`src/rtl/full_adder.sv`:
```
// Registered ripple-carry adder built from 1-bit full-adder cells.
// WIDTH=1 is the classic full adder; wider settings chain cells through k[].
module full_adder #(
    parameter int WIDTH = 1
) (
    input  logic             clk,
    input  logic             rst_n,
    input  logic [WIDTH-1:0] a,
    input  logic [WIDTH-1:0] b,
    input  logic             cin,
    input  logic             in_valid,
    output logic [WIDTH-1:0] s,
    output logic             c,
    output logic             ovf,
    output logic             out_valid
);

    // Handshake: in_valid qualifies a/b/cin on a rising edge; there is no
    // backpressure, and out_valid is high for exactly the cycle after each
    // accepted edge. With in_valid low, s/c/ovf keep their last result.

    logic [WIDTH:0]   k;
    logic [WIDTH-1:0] sum_nxt;

    assign k[0] = cin;

    for (genvar i = 0; i < WIDTH; i++) begin : g_cell
        assign sum_nxt[i] = a[i] ^ b[i] ^ k[i];
        assign k[i+1]     = (a[i] & b[i]) | (a[i] & k[i]) | (b[i] & k[i]);
    end

    always_ff @(posedge clk or negedge rst_n) begin
        if (!rst_n) begin
            s         <= '0;
            c         <= 1'b0;
            ovf       <= 1'b0;
            out_valid <= 1'b0;
        end else begin
            out_valid <= in_valid;
            if (in_valid) begin
                s   <= sum_nxt;
                c   <= k[WIDTH];
                // Carry into the MSB cell vs. carry out of it.
                ovf <= k[WIDTH] ^ k[WIDTH-1];
            end
        end
    end

endmodule

```
`config.mk`:
```
export PLATFORM = sky130hd
export DESIGN_NAME = full_adder
export DESIGN_NICKNAME = d
export VERILOG_FILES = /design/src/rtl/full_adder.sv
export SDC_FILE = /design/constraint.sdc
export NUM_CORES = 1
export LEC_CHECK = 0
export ABC_AREA = 1
export BUFFER_PORTS_ARGS = -buffer_cell sky130_fd_sc_hd__buf_2
export CAP_MARGIN = 40
export CORE_AREA = 2 2 39 41
export CTS_BUF_LIST = sky130_fd_sc_hd__clkbuf_4 sky130_fd_sc_hd__clkbuf_8 sky130_fd_sc_hd__clkbuf_16
export CTS_CLUSTER_SIZE = 12
export DETAILED_ROUTE_END_ITERATION = 10
export DIE_AREA = 0 0 41 43
export GPL_TIMING_DRIVEN = 0
export PLACE_DENSITY_LB_ADDON = 0.3
export SLEW_MARGIN = 40
export SYNTH_ARGS = -nofsm -noshare
export SYNTH_HDL_FRONTEND = slang
export SYNTH_SLANG_ARGS = --single-unit
```
`constraint.sdc`:
```
create_clock -name clk -period 0.9 [get_ports clk]
set_clock_uncertainty 0.15 [all_clocks]
set_input_delay 0 -clock clk [delete_from_list [all_inputs] [get_ports clk]]
set_output_delay 0 -clock clk [all_outputs]
set_load 0.01 [all_outputs]
```
==> results of run 1 <==
[report_power, final]
part | switching [µW] | internal, µW | total [µW]
Sequential | 8.90 | 200 | 209
Combinational | 52.4 | 64.3 | 117
Clock | 70.0 | 149 | 219
[worst paths after layout]
path,from,endpoint,slack (ns),depth (start not counted)
min in group asynchronous,rst_n,s,-0.04,2
worst min register to register,s,s,0.40,3
max in group asynchronous,rst_n,ovf,0.52,2
worst min-delay path,in_valid,out_valid,-0.22,1
worst max-delay path,c,c,0.02,1
worst max register to register,ovf,ovf,0.03,3
[layout by cell type, fill, tap and decap left out]
master	count
nand2_1	8
buf_2	8
dfrtp_1	4
inv_1	3
clkbuf_4	3
buf_4	3
o21ai_2	1
nand3_1	1
fa_2	1
dlygate4sd3_1	1
buf_6	1
[sequential cells by signal (all words and copies together), names as in the netlist]
signal     cells
c              1
ovf            1
out_valid      1
s              1
[metrics by stage]
| stage | hold WS (ns) | power, µW |
|---|---|---|
| global placement | -0.342 | 295 |
| global route | -0.218 | 573 |
| CTS | -0.235 | 550 |
| detailed placement | -0.343 | 295 |
| finish | -0.223 | 545 |
| floorplan | -0.446 | 251 |
[metal layers]
metal | vias up | GRT usage [%] | share of wire, %
li1 | 86 | - | -
met1 | 64 | 5.52 | 49
met2 | 9 | 6.25 | 41
met3 | 0 | 0.524 | 10
met4 | 0 | 10.0 | 0
met5 | - | 0 | 0
[area by class of cell]
cell class	count	share of cell area, %
timing repair buffer	13	27.6
sequential	4	32.9
inverter	3	3.70
tap	16	6.58
clock buffer	3	7.41
multi-input combinational	11	21.8
[repair_timing]
| item | CTS | global route |
|---|---|---|
| resized for setup | 0 | 1 |
| setup buffers | 3 | 0 |
| endpoints found under the hold margin | 8 | 8 |
| endpoints found under the setup margin | 3 | 2 |
[cells by family (layout without fill, tap and decap cells)]
group / Yosys count / count (layout) / share of synthesized area, %
AO/OA/AOI/OAI: 1 / 1 / 5.00
adder cells (fa/ha/maj): 1 / 1 / 11.4
AND/OR/NAND/NOR: 9 / 9 / 20.0
buffers and inverters: 3 / 19 / 6.43
flip-flops: 4 / 4 / 57.1
==> impl_metrics.py, run 1 <==
metrics = {
    "final_layout": {
        "syn_to_final_growth_pct": 73.6,
        "multiInputGateArea_um2": 66.3,
        "regArea_um2": 100,
        "drive_gt1_share_pct": 50.0,
        "antennaDiodeCount": 0,
        "design_area_um2": 304,
        "finalNonFillerCells": 50,
        "fillers": 148,
        "nNetsFinal": 43,
        "final_core_util_pct": 22.0,
    },
    "route": {
        "drt_wl_total_um": 359,
        "detail_route.wl_per_cell_um": 7.18,
        "vias": 159,
        "drc": 0,
        "drt-initial-drc-count": 2,
        "drt-vias-per-instance": 3.18,
        "firstDrtPassIters": 2,
        "detail-route-antenna-nets": 0,
    },
    "clocking": {
        "cts_buffers": 3,
        "cts_root_buf": "clkbuf_4",
        "ctsHoldBuffers": 1,
        "cts_tree": "built",
        "worstSkewPairLatency_ns": 0.23,
        "clkTransAtPathRegs_ns": 0.04,
        "htree_levels": 1,
        "clock_sinks": 4,
        "cts_max_path_buffers": 2,
    },
    "worst_setup_path": {
        "criticalPathCategory": "reg2out",
        "cp_max_fo": 2,
        "path_delay_family": "flip-flops",
        "endpoint_kind": "output port",
        "crit_slowest_cell": "dfrtp_1",
        "path_cells": "buf_2",
        "timing.critical_path.required_ns": 0.75,
        "startpoint_type": "flop",
        "critPathBufInv": 1,
        "max_stage_delay_ns": 0.36,
        "critPathArrivalTime_ns": 0.73,
    },
    "run": {
        "maxCapViolCount": 0,
    },
    "yosys": {
        "avgSynthCellArea_um2": 9.73,
        "syn_inst": 18,
        "yosysTopAreaCell": "dfrtp_1",
        "synthFlopType": "dfrtp_1",
        "synthTopCellsByCount": "nand2_1 (8), dfrtp_1 (4), inv_1 (3)",
        "async_flop_share_pct": 100,
        "post-synth-top-count-cell": "nand2_1",
        "ys_types": 6,
        "synth-edff-count": 0,
        "netlist.area_leader.share_pct": 57.1,
        "yosys_warnings": 0,
        "syn_area_um2": 175,
        "syn_nets": 25,
        "synthTopCellsByArea": "dfrtp_1 (57%), nand2_1 (17%), fa_1 (11%), inv_1 (6.4%), o21ai_2 (5.0%)",
        "ys_ff_latch": 4,
        "synth.yosys.seq_area_share_pct": 57.1,
    },
    "sta": {
        "fmax_mhz": 1130,
        "worst_slack_ns": 0.0169,
        "setup_viol": 0,
        "holdWs_ns": -0.223,
        "rsz0062_at_grt": "true",
        "final.period_utilization_pct": 98.1,
        "finalSetupTns_ns": 0,
        "fin_crit_ns": 0.883,
        "finalHoldViolCount": 8,
        "max_slew_margin_pct": 91.9,
        "tightestPinTransition_ns": 0.121,
        "slew_violations": 0,
    },
    "placed_design": {
        "place_inst": 43,
        "dp_hpwl_um": 279,
        "dp_slack_ns": -0.126,
        "port_buffers": 9,
        "postPlaceCellArea_um2": 243,
        "place_congestion": 0.559,
    },
    "power": {
        "p_leak_uw": 0.000168,
        "ir_drop_v": 0.000349,
        "power_density_nw_per_um2": 1790,
    },
    "global_route": {
        "grt_max_degree": 5,
        "grt_pass1_wl_um": 565,
        "grt_overflow": 0,
        "antenna_found_initial": 0,
        "track_usage_pct": 5.34,
        "grt_pass1_vias": 163,
    },
    "floorplan": {
        "ioPinCount": 10,
        "rows": 14,
        "fp.dieH_um": 43,
        "die_width_um": 41,
        "dieArea_um2": 1760,
        "core_area_um2": 1380,
        "start_util_pct": 12.7,
    },
    "hold_path": {
        "min_path_type": "in2reg",
    },
    "run_status": {
        "violations": "hold timing",
        "status": "finished, violations left",
    },
}
No activity file was read; power rests on OpenSTA's default activity.
==> run 2: changes to the inputs <==
--- a/config.mk
+++ b/config.mk
@@ -9,7 +9,7 @@
 export BUFFER_PORTS_ARGS = -buffer_cell sky130_fd_sc_hd__buf_2
 export CAP_MARGIN = 40
 export CORE_AREA = 2 2 39 41
-export CTS_BUF_LIST = sky130_fd_sc_hd__clkbuf_4 sky130_fd_sc_hd__clkbuf_8 sky130_fd_sc_hd__clkbuf_16
+export CTS_BUF_LIST = sky130_fd_sc_hd__clkbuf_16
 export CTS_CLUSTER_SIZE = 12
 export DETAILED_ROUTE_END_ITERATION = 10
 export DIE_AREA = 0 0 41 43
==> run 2 against run 1 <==
Net effect:
- the run still ends with hold timing left
- first-iteration DRC count stayed put
- register-to-register slack improved by 0.11 ns
- clock power grew to 3.1 times the previous value
- routed wire length shrank 3.9%
- critical path type unchanged
- largest cell class unchanged
- largest power group unchanged
==> impl_metrics.py, run 2 (synthesized netlist as in run 1, its figures left out) <==
metrics = {
    "route": {
        "drt-vias-per-instance": 3.26,
        "detail-route-antenna-nets": 0,
        "firstDrtPassIters": 2,
        "drt-initial-drc-count": 2,
        "detail_route.wl_per_cell_um": 7.34,
        "drt_wl_total_um": 345,
        "vias": 153,
        "drc": 0,
    },
    "final_layout": {
        "nNetsFinal": 40,
        "drive_gt1_share_pct": 45.2,
        "syn_to_final_growth_pct": 90.7,
        "design_area_um2": 334,
        "antennaDiodeCount": 0,
        "layout_common_cells": "nand2_1 (8), buf_2 (8), dfrtp_1 (4)",
    },
    "global_route": {
        "top_usage_layer": "met4",
        "track_usage_pct": 4.93,
        "antenna_found_initial": 0,
        "grt_pass1_vias": 140,
        "use_met1_pct": 5.84,
        "grtUsageMet3_pct": 2.09,
        "grt_overflow": 0,
        "grt_max_degree": 5,
        "grt_pass1_wl_um": 545,
        "met2_usage_pct": 5.63,
    },
    "clocking": {
        "cts_max_path_buffers": 2,
        "cts_buffers": 3,
        "cts_tree": "built",
        "ctsHoldBuffers": 1,
        "worstSkewPairLatency_ns": 0.22,
        "clock_sinks": 4,
        "cts_root_buf": "clkbuf_16",
        "htree_levels": 1,
        "clkTransAtPathRegs_ns": 0.03,
    },
    "floorplan": {
        "core_area_um2": 1380,
        "dieArea_um2": 1760,
        "rows": 14,
        "die_width_um": 41,
        "fp.dieH_um": 43,
        "ioPinCount": 10,
        "start_util_pct": 12.7,
    },
    "sta": {
        "tightestPinTransition_ns": 0.122,
        "finalHoldViolCount": 8,
        "setup_viol": 0,
        "slew_violations": 0,
        "fin_crit_ns": 0.881,
        "final.period_utilization_pct": 97.9,
        "fmax_mhz": 1130,
        "holdWs_ns": -0.217,
        "rsz0062_at_grt": "false",
        "finalSetupTns_ns": 0,
        "max_slew_margin_pct": 91.9,
    },
    "placed_design": {
        "dp_hpwl_um": 279,
        "place_congestion": 0.559,
        "postPlaceCellArea_um2": 243,
        "port_buffers": 9,
    },
    "worst_setup_path": {
        "path_cells": "buf_2",
        "endpoint_kind": "output port",
        "critPathBufInv": 1,
        "critPathArrivalTime_ns": 0.73,
        "crit_slowest_cell": "dfrtp_1",
        "path_delay_family": "flip-flops",
        "critical_path_depth": 1,
        "criticalPathCategory": "reg2out",
        "r2r_cells": 2,
        "startpoint_type": "flop",
        "max_stage_delay_ns": 0.37,
        "timing.critical_path.required_ns": 0.75,
        "cp_max_fo": 2,
    },
    "hold_path": {
        "min_path_type": "in2reg",
        "min_path_cells": 1,
    },
    "power": {
        "power_density_nw_per_um2": 2960,
        "p_leak_uw": 0.000176,
        "seq_power_share_pct": 21.3,
        "p_clk_share_pct": 69.5,
        "power.switching_uw": 177,
        "netSwitchingFraction_pct": 17.9,
        "ir_drop_v": 0.000777,
        "combinationalPowerShare_pct": 9.2,
        "internal-power_uw": 812,
    },
    "run_status": {
        "status": "finished, violations left",
        "violations": "hold timing",
    },
    "run": {
        "maxCapViolCount": 0,
    },
}
-- run 2: changes by cell type in the layout (fill, tap and decap cells not counted), sizes merged --
| cell | before | now |
|---|---|---|
| buf | 12 | 9 |
-- run 2: cell type report --
class	count	area, µm²
flip-flops and latches	4	100
inverters	3	11.3
repair buffers	10	61.3
well taps	16	20.0
clock buffers	3	75.1
fillers	146	1050
multi-input cells	11	66.3
-- run 2: routing by layer --
| metal | up-vias | wire (µm) |
|---|---|---|
| met1 | 61 | 180 |
| met5 | - | 0 |
| li1 | 79 | - |
| met3 | 2 | 40 |
| met4 | 0 | 14 |
| met2 | 11 | 109 |
-- run 2: path summary, 6_finish.rpt --
path                             endpoint  startpoint  slack, ns
worst max-delay path                    c           c       0.02
worst min-delay path            out_valid    in_valid      -0.22
min in group asynchronous               s       rst_n      -0.03
worst max register to register        ovf         ovf       0.14
max in group asynchronous               c       rst_n       0.52
worst min register to register          s           s       0.31
-- run 2: power groups by stage --
stage	combinational, µW	sequential [µW]	clock, µW
after floorplan	30.2	221	0
after global placement	83.4	212	0
after detailed placement	83.2	212	0
after CTS	86.9	210	697
after global routing	106	213	700
final	91.1	211	687
-- run 2: what timing repair did --
item                       in CTS  in global routing
setup endpoints to repair       0                  1
hold endpoints to repair        8                  8
setup buffers                   0                  0
resized for setup               0                  1
-- run 2: through the flow --
stage / utilization [%] / total power, µW / cells / setup WS, ns
CTS: 23.7 / 994 / 47 / 0.0150
global route: 24.1 / 1020 / 47 / 0.00220
global placement: 17.5 / 295 / 43 / -0.125
floorplan: - / 251 / 18 / 0.0423
finish: 24.1 / 989 / 47 / 0.0187
detailed placement: 17.5 / 295 / 43 / -0.126
